## config.mk

```make
export PLATFORM = sky130hd
export DESIGN_NAME = pipe_hazard_unit
export DESIGN_NICKNAME = d
export VERILOG_FILES = /design/src/rtl/pipe_hazard_unit.sv
export SDC_FILE = /design/constraint.sdc
export NUM_CORES = 1
export LEC_CHECK = 0
export BUFFER_PORTS_ARGS = -buffer_cell sky130_fd_sc_hd__buf_2
export CORE_MARGIN = 2
export CORE_UTILIZATION = 39
export CTS_CLUSTER_SIZE = 25
export DETAILED_ROUTE_END_ITERATION = 7
export PLACE_DENSITY_LB_ADDON = 0.12
export SYNTH_ARGS = -nofsm -noshare
export SYNTH_HDL_FRONTEND = slang
export SYNTH_SLANG_ARGS = --single-unit
```

## constraint.sdc

```tcl
create_clock -name clk -period 4.4 [get_ports clk]
set_input_delay 0.22 -clock clk [delete_from_list [all_inputs] [get_ports clk]]
set_output_delay 0.22 -clock clk [all_outputs]
set_load 0.1 [all_outputs]
```

## src/rtl/pipe_hazard_unit.sv

```systemverilog
// pipe_hazard_unit: load-use stall, branch flush and EX forwarding selects over a DEPTH-entry writer table.
// Define HAZARD_FWD_EN for forwarding; otherwise the unit interlocks on every in-flight writer before WB.
module pipe_hazard_unit #(
  parameter int AW = 5,
  parameter int DEPTH = 3,
  parameter int LOAD_STAGE = 3,
  parameter int CNT_W = 16,
  localparam int FW = (DEPTH > 2) ? $clog2(DEPTH) : 1
) (
  input  logic             clk,
  input  logic             rst,
  input  logic             pipe_en,
  input  logic             id_valid,
  input  logic [AW-1:0]    id_rs,
  input  logic [AW-1:0]    id_rt,
  input  logic             id_use_rs,
  input  logic             id_use_rt,
  input  logic             id_wr_en,
  input  logic [AW-1:0]    id_wr_addr,
  input  logic             id_is_load,
  input  logic             ex_branch_taken,
  output logic             stall,
  output logic             flush,
  output logic [FW-1:0]    fwd_a,
  output logic [FW-1:0]    fwd_b,
  output logic [CNT_W-1:0] stall_cnt
);
  typedef struct packed {
    logic          v;
    logic          we;
    logic [AW-1:0] wa;
    logic          ld;
    logic [AW-1:0] rs;
    logic [AW-1:0] rt;
    logic          urs;
    logic          urt;
  } ent_t;
`ifdef HAZARD_FWD_EN
  localparam int   LU = LOAD_STAGE - 2;
  localparam logic LD_ONLY = 1'b1;
`else
  localparam int   LU = DEPTH - 1;
  localparam logic LD_ONLY = 1'b0;
`endif
  ent_t             tab_q [1:DEPTH];
  ent_t             in_d;
  logic [CNT_W-1:0] cnt_q, cnt_d;
  logic             ca, cb;
  function automatic logic hit(input ent_t e, input logic [AW-1:0] r);
    return e.v && e.we && (e.wa == r) && (r != '0);
  endfunction
  // Descending scans so the youngest (lowest s) match is the one that sticks.
  always_comb begin
    ca = 1'b0;
    cb = 1'b0;
    fwd_a = '0;
    fwd_b = '0;
    for (int s = DEPTH; s >= 1; s--) begin
      if (id_use_rs && hit(tab_q[s], id_rs)) ca = (tab_q[s].ld || !LD_ONLY) && (s <= LU);
      if (id_use_rt && hit(tab_q[s], id_rt)) cb = (tab_q[s].ld || !LD_ONLY) && (s <= LU);
    end
`ifdef HAZARD_FWD_EN
    for (int s = DEPTH; s >= 2; s--) begin
      if (tab_q[1].v && tab_q[1].urs && hit(tab_q[s], tab_q[1].rs)) fwd_a = FW'(s - 1);
      if (tab_q[1].v && tab_q[1].urt && hit(tab_q[s], tab_q[1].rt)) fwd_b = FW'(s - 1);
    end
`endif
    flush = pipe_en && ex_branch_taken;
    stall = pipe_en && !ex_branch_taken && (ca || cb);
    in_d = (id_valid && !stall && !flush) ?
           ent_t'{1'b1, id_wr_en, id_wr_addr, id_is_load, id_rs, id_rt, id_use_rs, id_use_rt} : '0;
    cnt_d = (stall && !(&cnt_q)) ? cnt_q + 1'b1 : cnt_q;
  end
  always_ff @(posedge clk or posedge rst) begin
    if (rst) begin
      for (int s = 1; s <= DEPTH; s++) tab_q[s] <= '0;
      cnt_q <= '0;
    end else if (pipe_en) begin
      tab_q[1] <= in_d;
      for (int s = 2; s <= DEPTH; s++) tab_q[s] <= tab_q[s-1];
      cnt_q <= cnt_d;
    end
  end
  assign stall_cnt = cnt_q;
endmodule

```

==> results.md <==
- Dividing total power by cell area gives a power density of 328 nW/um^2.
- IR analysis of the VDD net gives a maximum drop of 0.164 mV.
- After synthesis the cells add up to 1650 um^2.
- The netlist uses 32 different library cells.
- The CTS buffer count is 5.
- The longest clock path from root to sink contains 2 buffers.
- The portion of the post-synthesis area used by sequential elements is between 40 and 50%.
- The total of endpoints with negative setup slack in the final report is 0.
- On the worst path, the slowest cell contributes a delay of 0.47 ns.
- The wire length of the first global-routing pass is 5.57 mm.
- The primary flip-flop cell chosen by synthesis mapping is sky130_fd_sc_hd__dfrtp_1.
- The H-tree was split into 2 levels.
- The count of TritonRoute iterations in the first routing pass is 4.
- The cell with the largest stage delay on the worst path is sky130_fd_sc_hd__o22ai_4.
- After detailed routing, no signal wire sits above met4.
- The net count of the finished layout is 211.
- The number of global-route vias before repair was 1199.
- The number of antenna violations at the first check in global routing is 0.
- The arrival time at the worst endpoint is around 2.5 ns.
- The startpoint class of the critical path is a flop.
- Averaged over all synthesized cells, the footprint is about 11 um^2.
- The wire length reported by the detailed router is 3.52 mm.
- After detailed placement, the total cell area comes to 1860 um^2.
- For this block, the via count after detailed routing is 1219.
- The number of max-cap violations is 0.
- Setup repair after global routing left no endpoint under its margin.
- After synthesis, the share of flip-flops with an asynchronous set or reset is 100%.
- After floorplanning, the core was sized to cover 4030 um^2.
- The leakage power summed over all cells is 1.03 nW.
- The floorplan has 23 rows.
- The number of slew-limit violations in the final report came to 0.
- The number of buffers and inverters on the critical path is 1.
- The synthesized design spends more area on one cell type than any other, namely sky130_fd_sc_hd__dfrtp_1.
- The total non-filler cell area in the finished layout is 1970 um^2.
- The repair_antennas step left the layout with diodes totalling 0.
- The die is 69.0 um tall.
- The die width is between 60 and 70 um.
- For this configuration, the core starts out at a cell density of 40.9%.
- Entering global routing, the biggest net connects 31 pins.
- The category of the worst setup path capture point is an output port.
- The die covers between 4000 and 5000 um^2.
- The clock sink total is 30.
- Hold timing on the final database bottoms out at a slack of ~0.15 ns.
- The number of buffers added on ports is 40.
- The completed layout was analyzed and its total power is 648 uW.
- Grouping stages by cell kind, the critical path spends the most delay in compound AO/OA/AOI/OAI gates.
- The first routing iteration left 15 violations.
- Traced cell by cell, the critical path runs through xor2_1, nor4_1, a22oi_1, o22ai_4, nor2b_1, buf_2.
- Routability-driven placement finished with a final weighted congestion of ~0.76.
- Buffers added to address setup during post-CTS repair amount to 0.
- The area added between synthesis and finish is 19.8%.
- Yosys instantiated no cell more often than sky130_fd_sc_hd__dfrtp_1.
- The clock network latency to the later pin of the worst-skew pair is 0.28 ns.
- The achievable clock frequency is between 0.3 and 0.4 GHz.
- The share of post-route cells with drive strength above 1 is 32.6%.
- The number of cells upsized or downsized after cts is 0.
- The final HPWL from detailed placement is 2.66 mm.
- The clock tree root buffer cell is sky130_fd_sc_hd__clkbuf_8.
- The data required time at the worst endpoint is 4.18 ns.
- After global routing the overflow that remains totals 0.
- For the finished layout, the period the worst path requires is 2.75 ns.
- The flow ran to the end, and the final reports show no timing, DRC or antenna violations.
- In the routed design, unresolved DRC markers number 0.
- The measured slew at the worst slew-check pin is ~1.1 ns.
- Hold repair after CTS inserted 0 buffers.
- The global-route total usage across every layer is 16.7%.
- TritonCTS built the clock tree.
- The number of standard cells after synthesis is 144.
- The number of enable flip-flop cells after synthesis is 0.
- The number of synthesized register bits is 30.
- After routing, the total negative slack on setup checks comes to 0 ns.
- Using the TritonRoute via totals, the vias-per-cell ratio works out to just over 5.
- Along the worst path, the maximum fanout reaches 17.
- The critical path in this run is classified as flop to output port.
- Clock-pin slew was measured on the worst setup and hold paths at 0.06 ns.
- The routed length on met3 is 203 um.
- The detailed router put a total of approximately 1.5 mm of wire on met1.
- The post-route fraction of the period consumed by the critical path is 62.6%.
- The core utilization of the finished layout is between 40 and 50%.
- The portion of synthesized cell area occupied by the leading cell type is 45.6%.
- The count of nets left with antenna violations once routing finished came out at 0.
- The sum of met2 wire segment lengths after detailed routing is 1.76 mm.
- After synthesis, the most frequently instantiated cells are sky130_fd_sc_hd__dfrtp_1, sky130_fd_sc_hd__xor2_1, sky130_fd_sc_hd__xnor2_1.
- Clock skew on the completed layout was measured at 0.00281 ns.
- The type of the worst min-delay path is input port to flop.
- The count of endpoints failing hold in the final timing report is 0.
- By area the synthesized netlist is led by sky130_fd_sc_hd__dfrtp_1, sky130_fd_sc_hd__xor2_1, sky130_fd_sc_hd__xnor2_1.
- The Yosys step of the flow raised 0 warnings.
- The total I/O pin count is 46.
- After detailed routing, the average wire length per cell comes to 14.9 um.
- The tightest slew margin relative to the limit is between 20% and 30%.
-- kinds of logic after synthesis --
logic type                 after synthesis  share of synthesized area, %
buffers and inverters                   11                          4.10
adders and majority gates                1                         0.760
and+or+nand+nor                         45                          17.6
DFF                                     30                          45.6
other                                    1                         0.228
AOI/OAI and AO/OA                       13                          7.67
muxes                                    8                          5.47
xor gates and xnor gates                35                          18.6
-- state kept, by name, summed over array words and instances (netlist names) --
name	cells
stall_cnt	16
tab_q	14
-- per-layer routing --
metal	vias to the layer above	track usage [%]
li1	589	-
met1	588	19.0
met2	35	28.6
met3	7	5.19
met4	0	7.35
met5	-	0
-- through the flow --
step	std cells	setup WS (ns)
finish	237	1.65
detailed placement	229	1.97
global route	237	1.51
floorplan	147	1.39
global placement	229	1.97
CTS	237	1.64
-- layout make-up --
type,count,area [um^2]
multi-input cells,106,840
inverters,3,11.3
clock buffers,5,68.8
flip-flops and latches,30,751
well taps,50,62.6
clock inverters,3,40.0
repair buffers,40,200
fillers,402,2060
-- path summary, 6_finish.rpt --
| check | start | end | slack (ns) | depth (start not counted) |
|---|---|---|---|---|
| setup / recovery | tab_q[36] | stall | 1.65 | 6 |
| hold / removal | id_wr_addr[0] | tab_q[53] | 0.15 | 2 |
| setup reg to reg | tab_q[36] | stall_cnt[1] | 2.21 | 6 |
| hold reg to reg | stall_cnt[9] | stall_cnt[9] | 0.49 | 1 |
| max in group asynchronous | rst | stall_cnt[4] | 3.53 | 2 |
| min in group asynchronous | rst | tab_q[39] | 0.21 | 2 |
-- where the power goes --
group / total [mW] / leakage [nW] / internal, mW / switching [mW]
Sequential: 0.295 / 0.411 / 0.285 / 0.0101
Combinational: 0.0809 / 0.558 / 0.0278 / 0.0532
Clock: 0.271 / 0.0579 / 0.166 / 0.105
Total: 0.648 / 1.03 / 0.479 / 0.168
-- placed cells by master (no fill, tap or decap), drive strengths merged, types with 3 or more instances in the layout --
| master | netlist | layout |
|---|---|---|
| buf | 6 | 40 |
| dfrtp | 30 | 30 |
| xor2 | 20 | 20 |
| xnor2 | 15 | 15 |
| and3 | 10 | 10 |
| mux2 | 8 | 8 |
| nand4 | 7 | 7 |
| nand3 | 7 | 7 |
| a22o | 6 | 6 |
| clkbuf | 2 | 5 |
| nor2 | 4 | 4 |
| conb | 1 | 4 |
| nor4 | 4 | 4 |
| and4 | 3 | 3 |
| inv | 3 | 3 |
| nand2 | 3 | 3 |
No activity file was read; power rests on OpenSTA's default activity.
